`src/rtl/fp_arb_pkg.sv`:
```
// Shared definitions for the fp_add_arbiter block.
//   - state_e   : FSM state encoding (IDLE=0, ISSUE=1, FLUSH=2)
//   - NDefault  : default requester count
//   - BDefault  : default operand/result width
//   - LatDefault: default adder hold time in cycles
package fp_arb_pkg;

  localparam int unsigned NDefault   = 4;
  localparam int unsigned BDefault   = 32;
  localparam int unsigned LatDefault = 48;

  typedef enum logic [1:0] {
    StIdle  = 2'd0,
    StIssue = 2'd1,
    StFlush = 2'd2
  } state_e;

endpackage

```
`src/rtl/rr_arbiter.sv`:
```
// Round-robin one-hot selector.
// Ports:
//   req_i [N]  : request vector
//   ptr_i [PW] : index with highest priority this cycle
//   gnt_o [N]  : one-hot grant (all zero when no request)
module rr_arbiter #(
  parameter int unsigned N  = 4,
  parameter int unsigned PW = 2
) (
  input  logic [N-1:0]  req_i,
  input  logic [PW-1:0] ptr_i,
  output logic [N-1:0]  gnt_o
);

  logic [N-1:0]   rot;
  logic [N-1:0]   rot_gnt;
  logic [2*N-1:0] gnt2;
  logic           found;

  // Rotate so the pointer index sits at bit 0, pick the lowest set bit,
  // then rotate the one-hot result back.
  always_comb begin
    rot     = N'({req_i, req_i} >> ptr_i);
    rot_gnt = '0;
    found   = 1'b0;
    for (int unsigned i = 0; i < N; i++) begin
      if (!found && rot[i]) begin
        rot_gnt[i] = 1'b1;
        found      = 1'b1;
      end
    end
    gnt2  = {{N{1'b0}}, rot_gnt} << ptr_i;
    gnt_o = gnt2[N-1:0] | gnt2[2*N-1:N];
  end

endmodule

```
`src/rtl/fp_add_arbiter.sv`:
```
// Round-robin arbiter sharing one multi-cycle floating-point adder among N requesters.
// One operation is in flight at a time: IDLE (grant) -> ISSUE (LAT cycles, adder
// enabled) -> FLUSH (adder disabled, result strobe) -> IDLE.
// Optional feature macro: FP_ARB_ZERO_BYPASS_EN -- an operand equal to +0 skips
// ISSUE and returns the other operand directly.
// Ports:
//   clk_i        : clock, rising edge
//   rst_i        : synchronous active-low reset
//   req_i  [N]   : per-requester level request, held until granted
//   a_i/b_i[N*B] : packed operands, slice k for requester k
//   gnt_o  [N]   : one-hot grant pulse, operands latched this cycle
//   add_en_o     : shared adder enable
//   add_g1_o/add_g2_o [B] : adder operands
//   add_sum_i [B]: adder result
//   res_valid_o  : one-cycle result strobe
//   res_o [B], res_id_o : result and originating requester index
//   busy_o       : high whenever the FSM is not in IDLE
module fp_add_arbiter
  import fp_arb_pkg::*;
#(
  parameter int unsigned N   = NDefault,
  parameter int unsigned B   = BDefault,
  parameter int unsigned LAT = LatDefault
) (
  input  logic                 clk_i,
  input  logic                 rst_i,
  input  logic [N-1:0]         req_i,
  input  logic [N*B-1:0]       a_i,
  input  logic [N*B-1:0]       b_i,
  output logic [N-1:0]         gnt_o,
  output logic                 add_en_o,
  output logic [B-1:0]         add_g1_o,
  output logic [B-1:0]         add_g2_o,
  input  logic [B-1:0]         add_sum_i,
  output logic                 res_valid_o,
  output logic [B-1:0]         res_o,
  output logic [$clog2(N)-1:0] res_id_o,
  output logic                 busy_o
);

  localparam int unsigned IW = $clog2(N);
  localparam int unsigned CW = $clog2(LAT);

  state_e        state_q;
  logic [IW-1:0] ptr_q;
  logic [IW-1:0] id_q;
  logic [IW-1:0] res_id_q;
  logic [CW-1:0] cnt_q;
  logic [B-1:0]  op_a_q;
  logic [B-1:0]  op_b_q;
  logic [B-1:0]  res_q;
  logic          add_en_q;
  logic          res_valid_q;

  logic [N-1:0]  arb_gnt;
  logic [IW-1:0] gnt_idx;
  logic [B-1:0]  sel_a;
  logic [B-1:0]  sel_b;
  logic          grant;

  rr_arbiter #(
    .N  (N),
    .PW (IW)
  ) u_rr_arbiter (
    .req_i (req_i),
    .ptr_i (ptr_q),
    .gnt_o (arb_gnt)
  );

  // Grant is suppressed during reset so no operand latch can be lost.
  always_comb begin
    grant   = rst_i && (state_q == StIdle) && (|req_i);
    gnt_idx = '0;
    sel_a   = '0;
    sel_b   = '0;
    for (int unsigned i = 0; i < N; i++) begin
      if (arb_gnt[i]) begin
        gnt_idx = IW'(i);
        sel_a   = a_i[i*B +: B];
        sel_b   = b_i[i*B +: B];
      end
    end
  end

  always_ff @(posedge clk_i) begin
    if (!rst_i) begin
      state_q     <= StIdle;
      ptr_q       <= '0;
      id_q        <= '0;
      res_id_q    <= '0;
      cnt_q       <= '0;
      op_a_q      <= '0;
      op_b_q      <= '0;
      res_q       <= '0;
      add_en_q    <= 1'b0;
      res_valid_q <= 1'b0;
    end else begin
      res_valid_q <= 1'b0;
      unique case (state_q)
        StIdle: begin
          if (grant) begin
            op_a_q <= sel_a;
            op_b_q <= sel_b;
            id_q   <= gnt_idx;
            ptr_q  <= (gnt_idx == IW'(N - 1)) ? '0 : gnt_idx + 1'b1;
            cnt_q  <= '0;
`ifdef FP_ARB_ZERO_BYPASS_EN
            if ((sel_a == '0) || (sel_b == '0)) begin
              // Adding +0 is the identity; both zero yields sel_b = 0.
              res_q       <= (sel_a == '0) ? sel_b : sel_a;
              res_id_q    <= gnt_idx;
              res_valid_q <= 1'b1;
              state_q     <= StFlush;
            end else begin
              add_en_q <= 1'b1;
              state_q  <= StIssue;
            end
`else
            add_en_q <= 1'b1;
            state_q  <= StIssue;
`endif
          end
        end
        StIssue: begin
          if (cnt_q == CW'(LAT - 1)) begin
            res_q       <= add_sum_i;
            res_id_q    <= id_q;
            res_valid_q <= 1'b1;
            add_en_q    <= 1'b0;
            state_q     <= StFlush;
          end else begin
            cnt_q <= cnt_q + 1'b1;
          end
        end
        StFlush: begin
          state_q <= StIdle;
        end
        default: begin
          state_q <= StIdle;
        end
      endcase
    end
  end

  assign gnt_o       = grant ? arb_gnt : '0;
  assign add_en_o    = add_en_q;
  assign add_g1_o    = op_a_q;
  assign add_g2_o    = op_b_q;
  assign res_valid_o = res_valid_q;
  assign res_o       = res_q;
  assign res_id_o    = res_id_q;
  assign busy_o      = (state_q != StIdle);

endmodule

```
`config.mk`:
```
export PLATFORM = sky130hd
export DESIGN_NAME = fp_add_arbiter
export DESIGN_NICKNAME = d
export VERILOG_FILES = /design/src/rtl/fp_arb_pkg.sv /design/src/rtl/rr_arbiter.sv /design/src/rtl/fp_add_arbiter.sv
export SDC_FILE = /design/constraint.sdc
export NUM_CORES = 1
export LEC_CHECK = 0
export CORE_AREA = 2 2 154 156
export DETAILED_ROUTE_END_ITERATION = 6
export DIE_AREA = 0 0 156 158
export SYNTH_ARGS = -nofsm -noshare
export SYNTH_HDL_FRONTEND = slang
export SYNTH_SLANG_ARGS = --single-unit
```
`constraint.sdc`:
```
create_clock -name clk_i -period 2.8 [get_ports clk_i]
set_input_delay 0.84 -clock clk_i [delete_from_list [all_inputs] [get_ports clk_i]]
set_output_delay 0.84 -clock clk_i [all_outputs]
set_load 0.03 [all_outputs]
```
==> reports/metrics.cfg <==
[sta]
max_slew_margin_pct=56.7
setup_viol=0
rsz0062_at_grt=false
period_needed_ps=2720
fmax_mhz=367
maxSlewViolCount=0
hold_viol_final=0
period_share_pct=97.2
skew_ps=9.40
tightest_slew_ps=648

[drt]
first_iter_violations=341
top_layer_used=met4
ant_nets=0
met2WireLength_mm=12.6
vias_per_cell=4.95
route.met3.wl_mm=1.73
wire_per_inst_microns=18.9
routed-via-count=6520
drt_pass1_iterations=7
routed_wl_mm=24.8
wl_met1_mm=10.2
post-route-drc-count=0

[power_and_ir_drop]
p_per_area_nw_per_um2=529
leakage_uw=0.00346
ir_drop_uv=285
power.total_uw=5350

[placement]
place_congestion=0.845
dpl.cell_count=1296
port-buffer-count=398
hpwlAfterDp_mm=18.3

[yosys]
synth-async-reset-ratio_pct=0
yosysTopAreaCell=dfxtp_1
syn_inst=637
syn_area_sq_um=5250
yosysMostFrequentCell=dfxtp_1
syn_avg_cell_area_sq_um=8.25
yosysSeqAreaShare_pct=42.7
ys_types=33
synth_nets=932
synth-seq-cells=112
synth_edf_count=0
synth_flop_cell=dfxtp_1
synth.top_cell.area_share_pct=42.7
ys_top_cells_by_area=dfxtp_1, a221oi_1, nand2_1
synth_commonest_cells=dfxtp_1, nand2_1, o21ai_0
yosys_warnings=0

[critical_path]
cp_max_fo=3
start_kind=input pin
r2r_slack_ps=460
worstPathArrival_ps=1880
crit_path_end_kind=output port
r2r_cells=9
reg2reg_to=add_g1_o[3]
criticalPathCategory=input pin to output port
r2r-start=ptr_q[1]
required_ps=1960

[worst_hold_path]
min_to=add_g2_o[24]
min_path_type=flop to flop
hold_path_depth=2
worstHoldStart=add_g2_o[24]

[floorplanning]
core_sq_um=23100
pin_count=399
die_y_microns=158
dieArea_sq_um=24600
start_util_pct=22.8
placementRows=56
die_w_microns=156

[cts]
clkTransAtPathRegs_ps=70
cts_inserted_buffers=9
cts-root-buf=clkbuf_16
clk_latency_ps=350
cts_tree=yes
cts_buffer_depth=2
ctsHoldBuffers=0
cts_sinks=112
cts-htree-levels=3

[finish]
drive_gt1_share_pct=8.58
fill_cells=2283
final_cells=1316
insertedDiodeCount=0
seqCellArea_sq_um=2240
syn_to_final_growth_pct=92.7
nNetsFinal=1317
multi_input_area_sq_um=2780

[global_route]
overflow=0
grt_usage_pct=19.2
grt_start_max_net_pins=47
grt_pass1_wl_mm=36.5
grt_pass1_vias=6303
antenna_found_initial=0

[outcome]
run_status=finished clean

[run]
cap_violations=0

worst max-delay path by stage:
stage / startpoint / to / slack [ps]
after global routing: req_i[2] / gnt_o[0] / 3
after CTS: req_i[2] / gnt_o[2] / 20
after floorplan: rst_i / gnt_o[1] / 4
after detailed placement: req_i[1] / gnt_o[2] / -490
final: req_i[2] / gnt_o[2] / 80
after global placement: req_i[1] / gnt_o[1] / -480
placed cells by master, fill, tap and decap left out, drive strengths merged, types with 2 or more instances in the layout:
master	netlist	routed
buf	30	53
and3	3	3
o21ai	128	128
a32oi	35	35
clkdlybuf4s50	0	389
clkinv	0	2
nor4	2	2
inv	4	5
nand2	98	98
xor2	3	3
nor2b	3	3
dfxtp	112	112
nor2	14	14
or3	2	2
a22o	22	22
nor3	5	5
a221oi	65	65
a22oi	9	9
o22ai	8	8
nand2b	5	5
clkbuf	39	11
nand3	2	2
a21oi	40	40
sequential cells by signal, indices dropped and copies added (netlist names):
name         count
add_en_o         1
add_g1_o        32
add_g2_o        32
cnt_q            6
id_q             2
ptr_q            2
res_id_o         2
res_o           32
res_valid_o      1
state_q          2
layout make-up:
type	count	share of cell area [%]
Multi-Input combinational cell	452	27.5
Tap cell	290	3.58
Clock buffer	11	2.40
Sequential cell	112	22.2
Timing Repair Buffer	443	43.7
Clock inverter	4	0.519
Inverter	4	0.148
metal layers:
layer  track usage [%]  vias to the layer above
met5                 0                        -
met4              3.80                        0
met3              4.74                       15
met2              35.1                      274
met1              22.8                     3033
li1                  -                     3198
worst max-delay path: stages:
cell	delay (ps)
clkdlybuf4s15_2	200
nor4_2	50
buf_4	150
or3_4	380
nor2_4	140
buf_12	130
timing repair:
| item | in CTS | in global routing |
|---|---|---|
| resized for setup | 20 | 2 |
| endpoints found under the hold margin | 0 | 0 |
| pin swaps | 4 | 2 |
| buffers inserted | 4 | 1 |
| setup endpoints to repair | 47 | 2 |
cell families after synthesis:
logic type / share of synthesized area (%)
AO/OA/AOI/OAI: 39.4
buffers and inverters: 5.88
flip-flops: 42.7
adder cells (fa/ha/maj): 0.238
XOR/XNOR: 0.500
AND/OR/NAND/NOR: 11.3
per-stage QoR:
step	utilization, %	cell area, sq um	hold slack (ps)	setup TNS (ps)	setup slack (ps)
after global routing	43.9	10100	467	0	3.09
final	43.9	10100	445	0	78.0
after CTS	43.8	10100	450	0	18.0
after floorplan	-	5300	429	0	4.31
after detailed placement	42.4	9770	440	-24400	-489
after global placement	42.4	9770	435	-23380	-480
power breakdown:
group	leakage, uW	switching (uW)	total, uW	internal (uW)
Clock	0.000146	621	1340	720
Combinational	0.00240	1070	2120	1050
Sequential	0.000916	110	1890	1780
Total	0.00346	1810	5350	3540
No activity file was read; power rests on OpenSTA's default activity.
